File: config.mk
export PLATFORM = sky130hd
export DESIGN_NAME = instr_fetch_unit
export DESIGN_NICKNAME = d
export VERILOG_FILES = /design/src/rtl/instr_fetch_unit.sv
export SDC_FILE = /design/constraint.sdc
export NUM_CORES = 1
export LEC_CHECK = 0
export ABC_AREA = 1
export CORE_MARGIN = 1
export CORE_UTILIZATION = 54
export CTS_CLUSTER_DIAMETER = 100
export CTS_CLUSTER_SIZE = 25
export DETAILED_ROUTE_END_ITERATION = 7
export PLACE_DENSITY = 0.95
export REMOVE_ABC_BUFFERS = 1
export SYNTH_ARGS = -nofsm -noshare
export SYNTH_HDL_FRONTEND = slang
export SYNTH_SLANG_ARGS = --single-unit
File: constraint.sdc
create_clock -name clk -period 5 [get_ports clk]
set_input_delay 1 -clock clk [delete_from_list [all_inputs] [get_ports clk]]
set_output_delay 1 -clock clk [all_outputs]
set_load 0.01 [all_outputs]
File: src/rtl/instr_fetch_unit.sv
// Sequential instruction fetch front end: holds the PC, fetches words over a req/ack
// handshake, and presents them downstream on a valid/ready handshake with beq redirects.
module instr_fetch_unit #(
    parameter logic [31:0] RESET_PC = 32'h0000_0000,
    parameter int          TIMEOUT  = 16
) (
    input  logic        clk,
    input  logic        rst,
    output logic [31:0] imem_addr,
    output logic        imem_req,
    input  logic        imem_ack,
    input  logic [31:0] imem_rdata,
    output logic [31:0] instr,
    output logic [5:0]  op,
    output logic [5:0]  func,
    output logic        instr_valid,
    input  logic        instr_ready,
    input  logic        take_branch,
    output logic [31:0] pc,
    output logic [31:0] pc_plus4,
    output logic        fetch_err
);

    typedef enum logic [1:0] {IDLE, REQ, VALID, ERR} state_t;

    localparam logic [7:0] WAIT_LAST = 8'(TIMEOUT - 1);

    state_t      state;
    logic [7:0]  wait_cnt;
    logic [31:0] branch_off;

    // The PC only moves at accept, so it doubles as the stable fetch address.
    assign imem_addr  = pc;
    assign pc_plus4   = pc + 32'd4;
    assign branch_off = {{14{instr[15]}}, instr[15:0], 2'b00};
    assign op         = instr[31:26];
    assign func       = instr[5:0];

    always_ff @(posedge clk or posedge rst) begin
        if (rst) begin
            state       <= IDLE;
            pc          <= RESET_PC;
            instr       <= '0;
            instr_valid <= 1'b0;
            imem_req    <= 1'b0;
            fetch_err   <= 1'b0;
            wait_cnt    <= '0;
        end else begin
            case (state)
                IDLE: begin
                    imem_req <= 1'b1;
                    wait_cnt <= '0;
                    state    <= REQ;
                end
                REQ: begin
                    if (imem_ack) begin
                        instr       <= imem_rdata;
                        wait_cnt    <= '0;
                        imem_req    <= 1'b0;
                        instr_valid <= 1'b1;
                        state       <= VALID;
                    end else if (wait_cnt == WAIT_LAST) begin
                        imem_req  <= 1'b0;
                        fetch_err <= 1'b1;
                        state     <= ERR;
                    end else begin
                        wait_cnt <= wait_cnt + 8'd1;
                    end
                end
                VALID: begin
                    if (instr_ready) begin
                        pc          <= take_branch ? (pc_plus4 + branch_off) : pc_plus4;
                        instr_valid <= 1'b0;
                        imem_req    <= 1'b1;
                        state       <= REQ;
                    end
                end
                ERR: begin
                    // Sticky until reset.
                    instr_valid <= 1'b0;
                    imem_req    <= 1'b0;
                    fetch_err   <= 1'b1;
                end
                default: state <= IDLE;
            endcase
        end
    end

endmodule

# Word level (Yosys, flattened, before mapping)
# Cells that the tools add are included.
[totals] regBits=77 wordCells=50 output_inout_bits=143 latchBits=0 ram_bits=0 n_memories=0 rom_bits=0
[op_classes] order_cmp=0 eq_ne=10 addsub=3 reduce_logical=12 shift=0 muxes=18 n_div=0 bitwise=0 n_mul=0
[ops] operator="32-bit by 3-bit adder with 32-bit output, second input constant" count=1
[ops] operator="32-bit adder" count=1
[ops] operator="32-bit two-way mux" count=1
[ops] operator="8-bit two-way mux" count=2
[ops] operator="8-bit one-hot mux with 2 select lines" count=1
[ops] operator="3-bit AND reduction" count=3
[ops] operator="8-bit by 1-bit adder with 8-bit output, second input constant" count=1
[ops] operator="8-bit by 4-bit equality test with 1-bit output, second input constant" count=1
[ops] operator="2-bit inequality test, second input constant" count=4
[ops] operator="2-bit AND reduction" count=4
[ops] operator="1-bit two-way mux" count=7
[ops] operator="2-bit two-way mux" count=3
[ops] operator="3-bit inequality test, second input constant" count=2
[ops] operator="2-bit one-hot mux with 3 select lines" count=1
[ops] operator="3-bit nonzero test" count=2
[ops] operator="2-bit equality test, second input constant" count=2
[ops] operator="1-bit one-hot mux with 4 select lines" count=1
[ops] operator="2-bit nonzero test" count=2
[ops] operator="1-bit one-hot mux with 3 select lines" count=1
[ops] operator="2-bit by 1-bit equality test with 1-bit output, second input constant" count=1
[ops] operator="2-bit logical NOT" count=1
[ops] operator="1-bit one-hot mux with 2 select lines" count=1

# Longest topological paths before layout
# Gate-level depths: netlist of the first run.
[depth] ltp_word=4 mapped_depth=23 ltp_nobuf=23

# Least setup slack after synthesis of the first run
# Ideal clock, no wire load.
[synth_path] path_type="register -> register" startpoint="reg pc[3], in the netlist imem_addr[3]" endpoint="reg pc[23], in the netlist imem_addr[23]" required_time_ps=4880 setup_time_ps=120 setup_slack_ps=2219 period_less_slack_ps=2781 arrival_ps=2660 path_stages_with_launch=20 cell_sequence="dfrtp_1 -> ha_1 -> nand3_1 -> inv_1 -> nand2_1 -> nor2_4 -> xor2_1 -> ha_1 -> nand2_1 -> inv_1 -> nand2_1 -> inv_1 -> a21oi_1 -> nand2_1 -> nand2_1 -> nand2_1 -> nand2_1 -> nand2_1 -> o21ai_1 -> nand2_1"
[synth_between] elab_chain_cells=3
[synth_lines] element="start, declared" line="19" text="output logic [31:0] pc,"
[synth_lines] element="start signal, assigned" line="72" text="pc <= take_branch ? (pc_plus4 + branch_off) : pc_plus4;"
[synth_lines] element="32-bit by 3-bit adder with 32-bit output" line="34" text="assign pc_plus4 = pc + 32'd4;"
[synth_lines] element="named net pc_plus4[14]" line="20" text="output logic [31:0] pc_plus4,"
[synth_lines] element="32-bit adder" line="72"
[synth_lines] element="32-bit two-way mux" line="72"
# The timed path passes the listed nets, and every way through them passes these cells.
# A chain may end at the register's enable or synchronous reset.

# Worst setup path in the final report of the first run
[layout_path] startpoint="reg pc[3], in the netlist imem_addr[3]" endpoint="out pc_plus4[14]"
[layout_between] elab_chain_cells=1
[layout_lines] element="32-bit by 3-bit adder with 32-bit output" line="34"
[layout_lines] element="end, declared" line="20"
# No other way between the ends.

==> results of run 1 <==
[cells by family after synthesis]
group | share of synthesized area
compound gates | 0.0875
mux | 0.00172
buf+inv | 0.138
fa+ha+maj | 0.0737
xor+xnor | 0.0453
other cells | 0.000573
flops | 0.287
simple gates | 0.366
[cell type report]
type | count | area [um2] | area share
Clock inverter | 5 | 83.8 | 0.00997
Multi-Input combinational cell | 754 | 3780 | 0.450
Clock buffer | 11 | 243 | 0.0289
Timing Repair Buffer | 177 | 1760 | 0.210
Inverter | 127 | 477 | 0.0567
Sequential cell | 75 | 1880 | 0.223
Tap cell | 143 | 179 | 0.0213
[placed cells by master (no fill, tap or decap), types with 12 or more instances in the layout]
cell / instances
sky130_fd_sc_hd__nand2_1: 388
sky130_fd_sc_hd__clkdlybuf4s50_1: 173
sky130_fd_sc_hd__inv_1: 117
sky130_fd_sc_hd__dfrtp_1: 75
sky130_fd_sc_hd__nor2_1: 74
sky130_fd_sc_hd__nand3_1: 56
sky130_fd_sc_hd__a21oi_1: 48
sky130_fd_sc_hd__ha_1: 37
sky130_fd_sc_hd__xor2_1: 30
sky130_fd_sc_hd__o21ai_0: 25
sky130_fd_sc_hd__nor3_1: 13
sky130_fd_sc_hd__o21ai_1: 12
[flip-flops by register name (all words and copies together), names as in the netlist]
name         count
imem_req         1
instr_valid      1
fetch_err        1
imem_addr       30
state            2
wait_cnt         8
instr           32
[synth_stat cells (all sizes together)]
master | instances | area share
o21ai | 37 | 0.028
a31o | 1 | 0.0013
and2 | 3 | 0.0029
inv | 125 | 0.072
o41ai | 1 | 0.0013
nor4 | 1 | 0.00096
nor3 | 17 | 0.017
conb | 1 | 0.00057
or2 | 2 | 0.0019
o22ai | 3 | 0.0029
fa | 1 | 0.0031
dfrtp | 75 | 0.29
buf | 50 | 0.056
nor2 | 82 | 0.054
o211ai | 4 | 0.0046
nand4 | 8 | 0.0076
xnor2 | 3 | 0.0052
o31ai | 1 | 0.0011
and3 | 1 | 0.00096
nand2 | 396 | 0.23
clkinv | 2 | 0.0011
xor2 | 30 | 0.040
o21bai | 6 | 0.0069
nand3 | 58 | 0.047
a31oi | 1 | 0.00096
mux2 | 1 | 0.0017
nand3b | 3 | 0.0034
a21o | 2 | 0.0023
clkbuf | 16 | 0.0092
ha | 37 | 0.071
o21a | 1 | 0.0011
a21oi | 48 | 0.037
[layer usage]
metal / wire (um) / global-route usage
met1: 8260 / 0.435
met2: 9810 / 0.581
met3: 2010 / 0.0713
met4: 660 / 0.124
met5: 0 / 0
[worst reg2reg max path: cells and delay by family (launching register included)]
family	cells	cell delay, ns
xor gates and xnor gates	1	0.20
adders and majority gates	2	0.68
buffers and inverters	3	0.35
DFF	1	0.43
and+or+nand+nor	12	1.62
[metrics by stage]
| step | power [mW] | instances | hold slack [ns] | area [um2] |
|---|---|---|---|---|
| final | 5.77 | 1292 | 0.480 | 8410 |
| after global routing | 6.16 | 1292 | 0.500 | 8410 |
| after CTS | 5.69 | 1292 | 0.481 | 8410 |
| after detailed placement | 4.93 | 1276 | 0.464 | 8080 |
| after global placement | 4.84 | 1276 | 0.462 | 8080 |
| after floorplan | 3.21 | 956 | 0.471 | 6140 |
[worst max path at each step]
stage	start	slack (ns)	end	depth (start not counted)
5_1_grt	imem_addr[2]	1.12	pc_plus4[14]	7
3_5_place_dp	imem_addr[3]	1.76	pc_plus4[30]	6
6_report	imem_addr[3]	1.26	pc_plus4[14]	7
4_1_cts	imem_addr[3]	1.31	pc_plus4[14]	7
2_1_floorplan	rst	2.09	fetch_err	1
3_3_place_gp	imem_addr[3]	1.82	pc_plus4[30]	6
[power by group]
part           leakage, nW  internal (mW)  switching (mW)  total (mW)
sequential           0.951          0.849           0.389        1.24
clock                0.152          0.453           0.274       0.727
combinational         3.31           1.67            2.13        3.81
==> results list, run 1 <==
- WS Path Type: reg2out
* Worst-case vdd ir drop: 428 uV
- The floorplan step set the die width to 112 um.
- Global routing finished with a remaining overflow of 0.
* Wire length of the first global-routing pass: 34400 um
* Detail Placement HPWL: 15800 um
- Along the worst path, the maximum fanout reaches 6.
* Antenna cell count: 0
* Cell family with most CP delay: buffers and inverters
- CP cell instances: ha_1 > nand3_1 > inv_1 > nand2_1 > nor2_4 > xor2_1 > clkdlybuf4s50_1
- During synthesis, Yosys emitted a total of 0 warnings.
- Number of max-capacitance violations reported: 0
- For hold timing, the worst endpoint is instr[24].
- Drt via density: 5.52
* Number of distinct standard cells referenced by the synthesized netlist: 47
* Clock network latency to the later pin of the worst-skew pair: 0.34 ns
* Clock Skew: 0.00950 ns
- In the post-route analysis, the smallest setup slack over all paths is 1.26 ns.
- The largest single stage delay on the critical path is 0.64 ns.
- RR Startpoint: imem_addr[3]
- Setup repair after global routing left no endpoint under its margin.
- Clk pin slew, worst setup/hold paths: 0.06 ns
* Min-Delay Startpoint: instr[24]
* Drc violations: 5
- Pin count of the biggest net entering global routing: 42
- CTS placed an instance of sky130_fd_sc_hd__clkbuf_16 at the clock tree root.
- Final Hold Violating Endpoints: 0
* Setup violators final: 0
- Data on the critical path is required at its endpoint by 4.00 ns.
* Final worst path period need: 3.74 ns
- Die Ht: 112 um
- Gates resized, CTS repair: 0
- The detail route stage leaves a number of antenna-violating nets equal to 0.
- Counting flops and latches in the post-synthesis netlist gives 75.
- Via count: 7128
- Total count of max-transition violations in the final report: 0
* Static leakage: 4.42 nW
* R2R cell count: 18
* Number of detailed-routing iterations run before antenna repair: 8
- Power density over the cells: 687 nW/um2
- Once layout is complete, the utilization of the core stands at 0.724.
* Worst slew margin: 0.305
- The worst setup path is launched from a register.
- P&R area growth vs syn: 28.4%
* Total die area: 12600 um2
- For the pin with the worst max-slew slack, the measured transition is 1.04 ns.
* CTS HTree Levels: 3
* Setup Buffers After CTS: 0
- Mapped Avg Cell Area: 6.44 um2
* WP buf/inv: 2
- Hold buffer count at cts: 0
- OpenSTA, run right after detailed placement, puts the worst setup slack at 1.76 ns.
* Total of fill cells in the finished design: 872
* DRT Wirelength: 20700 um
- In the global route stage, overall resource usage came out at 0.343.
- Number of design-rule violations left by the first detailed-router iteration: 737
- Arr. time, crit path: 2.74 ns
* Proportion of synthesized chip area in sequential cells: 0.287
- Clk sink count: 75
- Summed over all failing endpoints, the final setup total negative slack is 0 ns.
* Synthesized area: 6550 um2
* Starting density of the core: 0.564
- Timing would allow up to 268 MHz.
- R2R Path End: imem_addr[24]
- Counting instances, the worst hold path has a depth of 2.
* Setup crit end kind: primary output
- Post-Syn Instances: 1017
- The number of global-route vias before repair was 6953.
* Run status: complete, but fails checks
- Setup slack on the worst flop-to-flop path: 1.59 ns
* Crit-path slowest cell: sky130_fd_sc_hd__clkdlybuf4s50_1
- I/O Pins: 180
- Worst Hold Class: reg2reg
* Final RePlAce weighted congestion: 0.990
- Initial antenna violation count: 0
- CTS tree: yes
- Of the available clock period, the critical path in the final layout requires 0.747.
- The region available for standard cell placement spans 11600 um2.
- At the end of the flow, the number of nets in the layout was 1219.
- Counting the buffers created by CTS gives 9.
- Violations in the final reports: design-rule violations
- In the final routed layout, each cell accounts on average for 16.1 um.
- Clk buf depth: 2
- In the final layout, the share of cells above drive strength 1 is 0.0461.
- Row Count: 39
* Input/output buffers: 173
No activity file was read; power rests on OpenSTA's default activity.
==> inputs of run 2 (changes only) <==
--- a/config.mk
+++ b/config.mk
@@ -7,11 +7,11 @@
 export LEC_CHECK = 0
 export ABC_AREA = 1
 export CORE_MARGIN = 1
-export CORE_UTILIZATION = 54
+export CORE_UTILIZATION = 45
 export CTS_CLUSTER_DIAMETER = 100
 export CTS_CLUSTER_SIZE = 25
 export DETAILED_ROUTE_END_ITERATION = 7
-export PLACE_DENSITY = 0.95
+export PLACE_DENSITY = 0.88
 export REMOVE_ABC_BUFFERS = 1
 export SYNTH_ARGS = -nofsm -noshare
 export SYNTH_HDL_FRONTEND = slang
==> constraint.sdc (replaced) <==
create_clock -name clk -period 3.42 [get_ports clk]
set_input_delay 0.684 -clock clk [delete_from_list [all_inputs] [get_ports clk]]
set_output_delay 0.684 -clock clk [all_outputs]
set_load 0.01 [all_outputs]
==> results list, run 2 (synthesized netlist as in run 1, its figures left out) <==
- The slew at the pin closest to its max-slew limit is 1.07 ns (+0.0335 ns).
- The worst endpoint data arrival time was 2.68 ns (-0.06 ns).
- Most frequent standard cell in the layout excluding fill and tap cells: sky130_fd_sc_hd__nand2_1
* Net switching component of the power: 4.10 mW (+47%)
* Most flop-heavy register: instr
- The worst hold slack is 0.476 ns (-0.00417 ns).
- Maximum fanout along the worst path: 6 (unchanged)
- The HPWL after detailed placement was 16100 um (+1.9%).
- After layout, the minimum clock period comes to 3.37 ns.
- The number of levels in the clock H-tree came to 3 (unchanged).
- Power share of the sequential group: 0.216 (about the same)
- The die height was 123 um (+9.4%).
* Top sig layer: met4
* Portion of total power attributed to combinational logic: 0.659 (about the same)
- Flip-flop count of the largest register after layout: 32 (unchanged)
- The total count of hold-check failures in the final report is 0 (unchanged).
- From synthesis to final layout, the design area changed by 30.9%.
- The worst-case clock buffer depth is 2 (unchanged).
* Setup violators final: 0 (unchanged)
- The clock share of power came to 0.125 (about the same).
- The required time of the critical path came to 2.74 ns (-1.26 ns).
- In this run the worst hold path is classified as reg2reg.
* Horizontal die dimension: 123 um (+9.4%)
* Pre-CTS setup slack: 0.178 ns (-1.58 ns)
* Power density over the cells: 989 nW/um2 (+44%)
* Sort of element at the start of the critical path: register
- Global route overflow: 0 (unchanged)
* Input/output buffers: 173 (unchanged)
- The number of antenna violations at the first check in global routing is 0 (unchanged).
- Via count: 7171 (+0.60%)
- The run finished with clean final reports.
* Worst-case vdd ir drop: 466 uV (+8.8%)
- The clock transition time at the flip-flop clock pins of the worst setup and hold paths is 0.07 ns (about the same).
* Pin count of the biggest net entering global routing: 50 (+19%)
- Met2 layer wire length in the routed design: 9580 um (-2.3%)
- DRT antenna net count: 0 (unchanged)
- The final routed wire length divided by cell count is 15.6 um (-2.5%).
- The total count of max-transition violations in the final report came to 0 (unchanged).
- The total number of clock tree sinks is 75 (unchanged).
- Period utilization: 0.984
- Row Count: 43 (+10%)
- The wire length of the first global-routing pass came to 32800 um (-4.6%).
* Core Region: 14000 um2 (+21%)
- The power after layout is 8.48 mW (+47%).
- Clock network latency to the later pin of the worst-skew pair: 0.35 ns (about the same)
- TritonCTS built the clock tree.
- Worst setup margin: 0.0534 ns (-1.21 ns)
- The fraction of layout instances using a drive strength above 1 came to 0.0648 (+0.0187).
- The wire length on met1 came to 8560 um (+3.6%).
* Drc violations: 0 (-5)
* WS Path Type: reg2out
- Post-layout net count: 1227 (+0.66%)
* Starting density of the core: 0.466 (-0.0975)
- Worst slew margin: 0.283 (-0.0223)
- The number of optimization iterations in the first detailed-route pass came to 5 (-3).
- The number of max-capacitance violations reported came to 0 (unchanged).
* Number of global-route vias before repair: 6612 (-4.9%)
- The total routed wirelength is 20900 um (+0.85%).
- Fmax: 297 MHz
- Number of design-rule violations left by the first detailed-router iteration: 670 (-9.1%)
- Setup crit end kind: primary output
* Cell at the root of the clock tree: sky130_fd_sc_hd__clkbuf_16
* Antenna cell count: 0 (unchanged)
* Total die area: 15000 um2 (+20%)
- The I/O pin total is 180 (unchanged).
- The combined global-route utilization of all metal layers came to 0.286 (-0.0577).
- The setup skew after layout came to 0.00720 ns (-0.00230 ns).
* Internal power: 4.38 mW (+47%)
- The static leakage was 4.48 nW (+1.5%).
- Drt via density: 5.36 (-2.8%)
- The switching share of power is 0.483 (-0.00112).
* Number of clock buffers inserted by TritonCTS: 9 (unchanged)
- Final RePlAce weighted congestion: 0.982 (-0.74%)
* Highest-count cells in the layout ignoring fill and taps: sky130_fd_sc_hd__nand2_1, sky130_fd_sc_hd__clkdlybuf4s50_1, sky130_fd_sc_hd__inv_1
* Setup repair after global routing missed its margin: yes
- Routed length on met3: 1820 um (-9.4%)
[run 2: changes by cell type in the layout (fill, tap and decap cells not counted), sizes merged]
cell	previous run	this run
clkinv	2	4
inv	126	128
clkbuf	11	9
buf	4	12
dlymetal6s2s	0	1
clkinvlp	2	0
clkdlybuf4s50	173	172
[run 2: final cells by class]
class / count / area, um2
clock buffer: 9 / 225
clock inverter: 7 / 96.3
fill: 1217 / 5470
inverter: 127 / 477
multi-input combinational: 754 / 3830
sequential: 75 / 1880
tap: 180 / 225
timing repair buffer: 185 / 1840
[run 2: routing by layer]
layer | track usage | up-vias
li1 | - | 3417
met1 | 0.372 | 3294
met2 | 0.447 | 389
met3 | 0.0493 | 71
met4 | 0.160 | 0
met5 | 0 | -
[run 2: timing repair]
item                                    4_1_cts  5_1_grt
hold buffers                                  0        0
endpoints found under the setup margin        1       20
buffers inserted                              0        3
pin swaps                                     0        1
resized for setup                             1       13
gates cloned                                  0        0
[run 2: worst max-delay path, cell delays in order, from the launching register on]
cell and delay, ns:
sky130_fd_sc_hd__dfrtp_1 0.43, sky130_fd_sc_hd__ha_2 0.26, sky130_fd_sc_hd__nand3_2 0.13, sky130_fd_sc_hd__inv_1 0.08, sky130_fd_sc_hd__nand2_1 0.15, sky130_fd_sc_hd__nor2_4 0.17
sky130_fd_sc_hd__buf_4 0.14, sky130_fd_sc_hd__xor2_2 0.24, sky130_fd_sc_hd__buf_4 0.20, sky130_fd_sc_hd__clkdlybuf4s50_1 0.53
[run 2: path summary, 6_finish.rpt]
| check | startpoint | end | slack, ns | depth (start not counted) |
|---|---|---|---|---|
| setup / recovery | imem_addr[2] | pc_plus4[14] | 0.05 | 9 |
| hold / removal | fetch_err | fetch_err | 0.48 | 1 |
| setup reg to reg | imem_addr[2] | imem_addr[25] | 0.17 | 19 |
| hold reg to reg | fetch_err | fetch_err | 0.48 | 1 |
| max in group asynchronous | rst | imem_addr[21] | 2.01 | 3 |
| min in group asynchronous | rst | fetch_err | 0.72 | 2 |
[run 2: power groups by stage]
| stage | Sequential (mW) | Clock (mW) | Combinational (mW) |
|---|---|---|---|
| 5_1_grt | 1.88 | 1.10 | 6.07 |
| 3_5_place_dp | 1.80 | 0 | 5.41 |
| 4_1_cts | 1.80 | 1.06 | 5.45 |
| 2_1_floorplan | 1.95 | 0 | 2.73 |
| 6_report | 1.83 | 1.06 | 5.59 |
| 3_3_place_gp | 1.78 | 0 | 5.33 |
[run 2: through the flow]
stage | util | cell area, um2 | instances | setup TNS (ns)
5_1_grt | 0.610 | 8570 | 1337 | -0.0842
3_3_place_gp | 0.582 | 8180 | 1318 | 0
3_5_place_dp | 0.582 | 8180 | 1318 | 0
4_1_cts | 0.606 | 8500 | 1334 | 0
6_report | 0.610 | 8570 | 1337 | 0
2_1_floorplan | - | 6140 | 956 | 0
==> inputs of run 3 (changes only) <==
--- a/config.mk
+++ b/config.mk
@@ -6,7 +6,6 @@
 export NUM_CORES = 1
 export LEC_CHECK = 0
 export ABC_AREA = 1
-export CORE_MARGIN = 1
 export CORE_UTILIZATION = 45
 export CTS_CLUSTER_DIAMETER = 100
 export CTS_CLUSTER_SIZE = 25
==> results of run 3 <==
Final layout, timing and power as in run 2 (identical DEF).
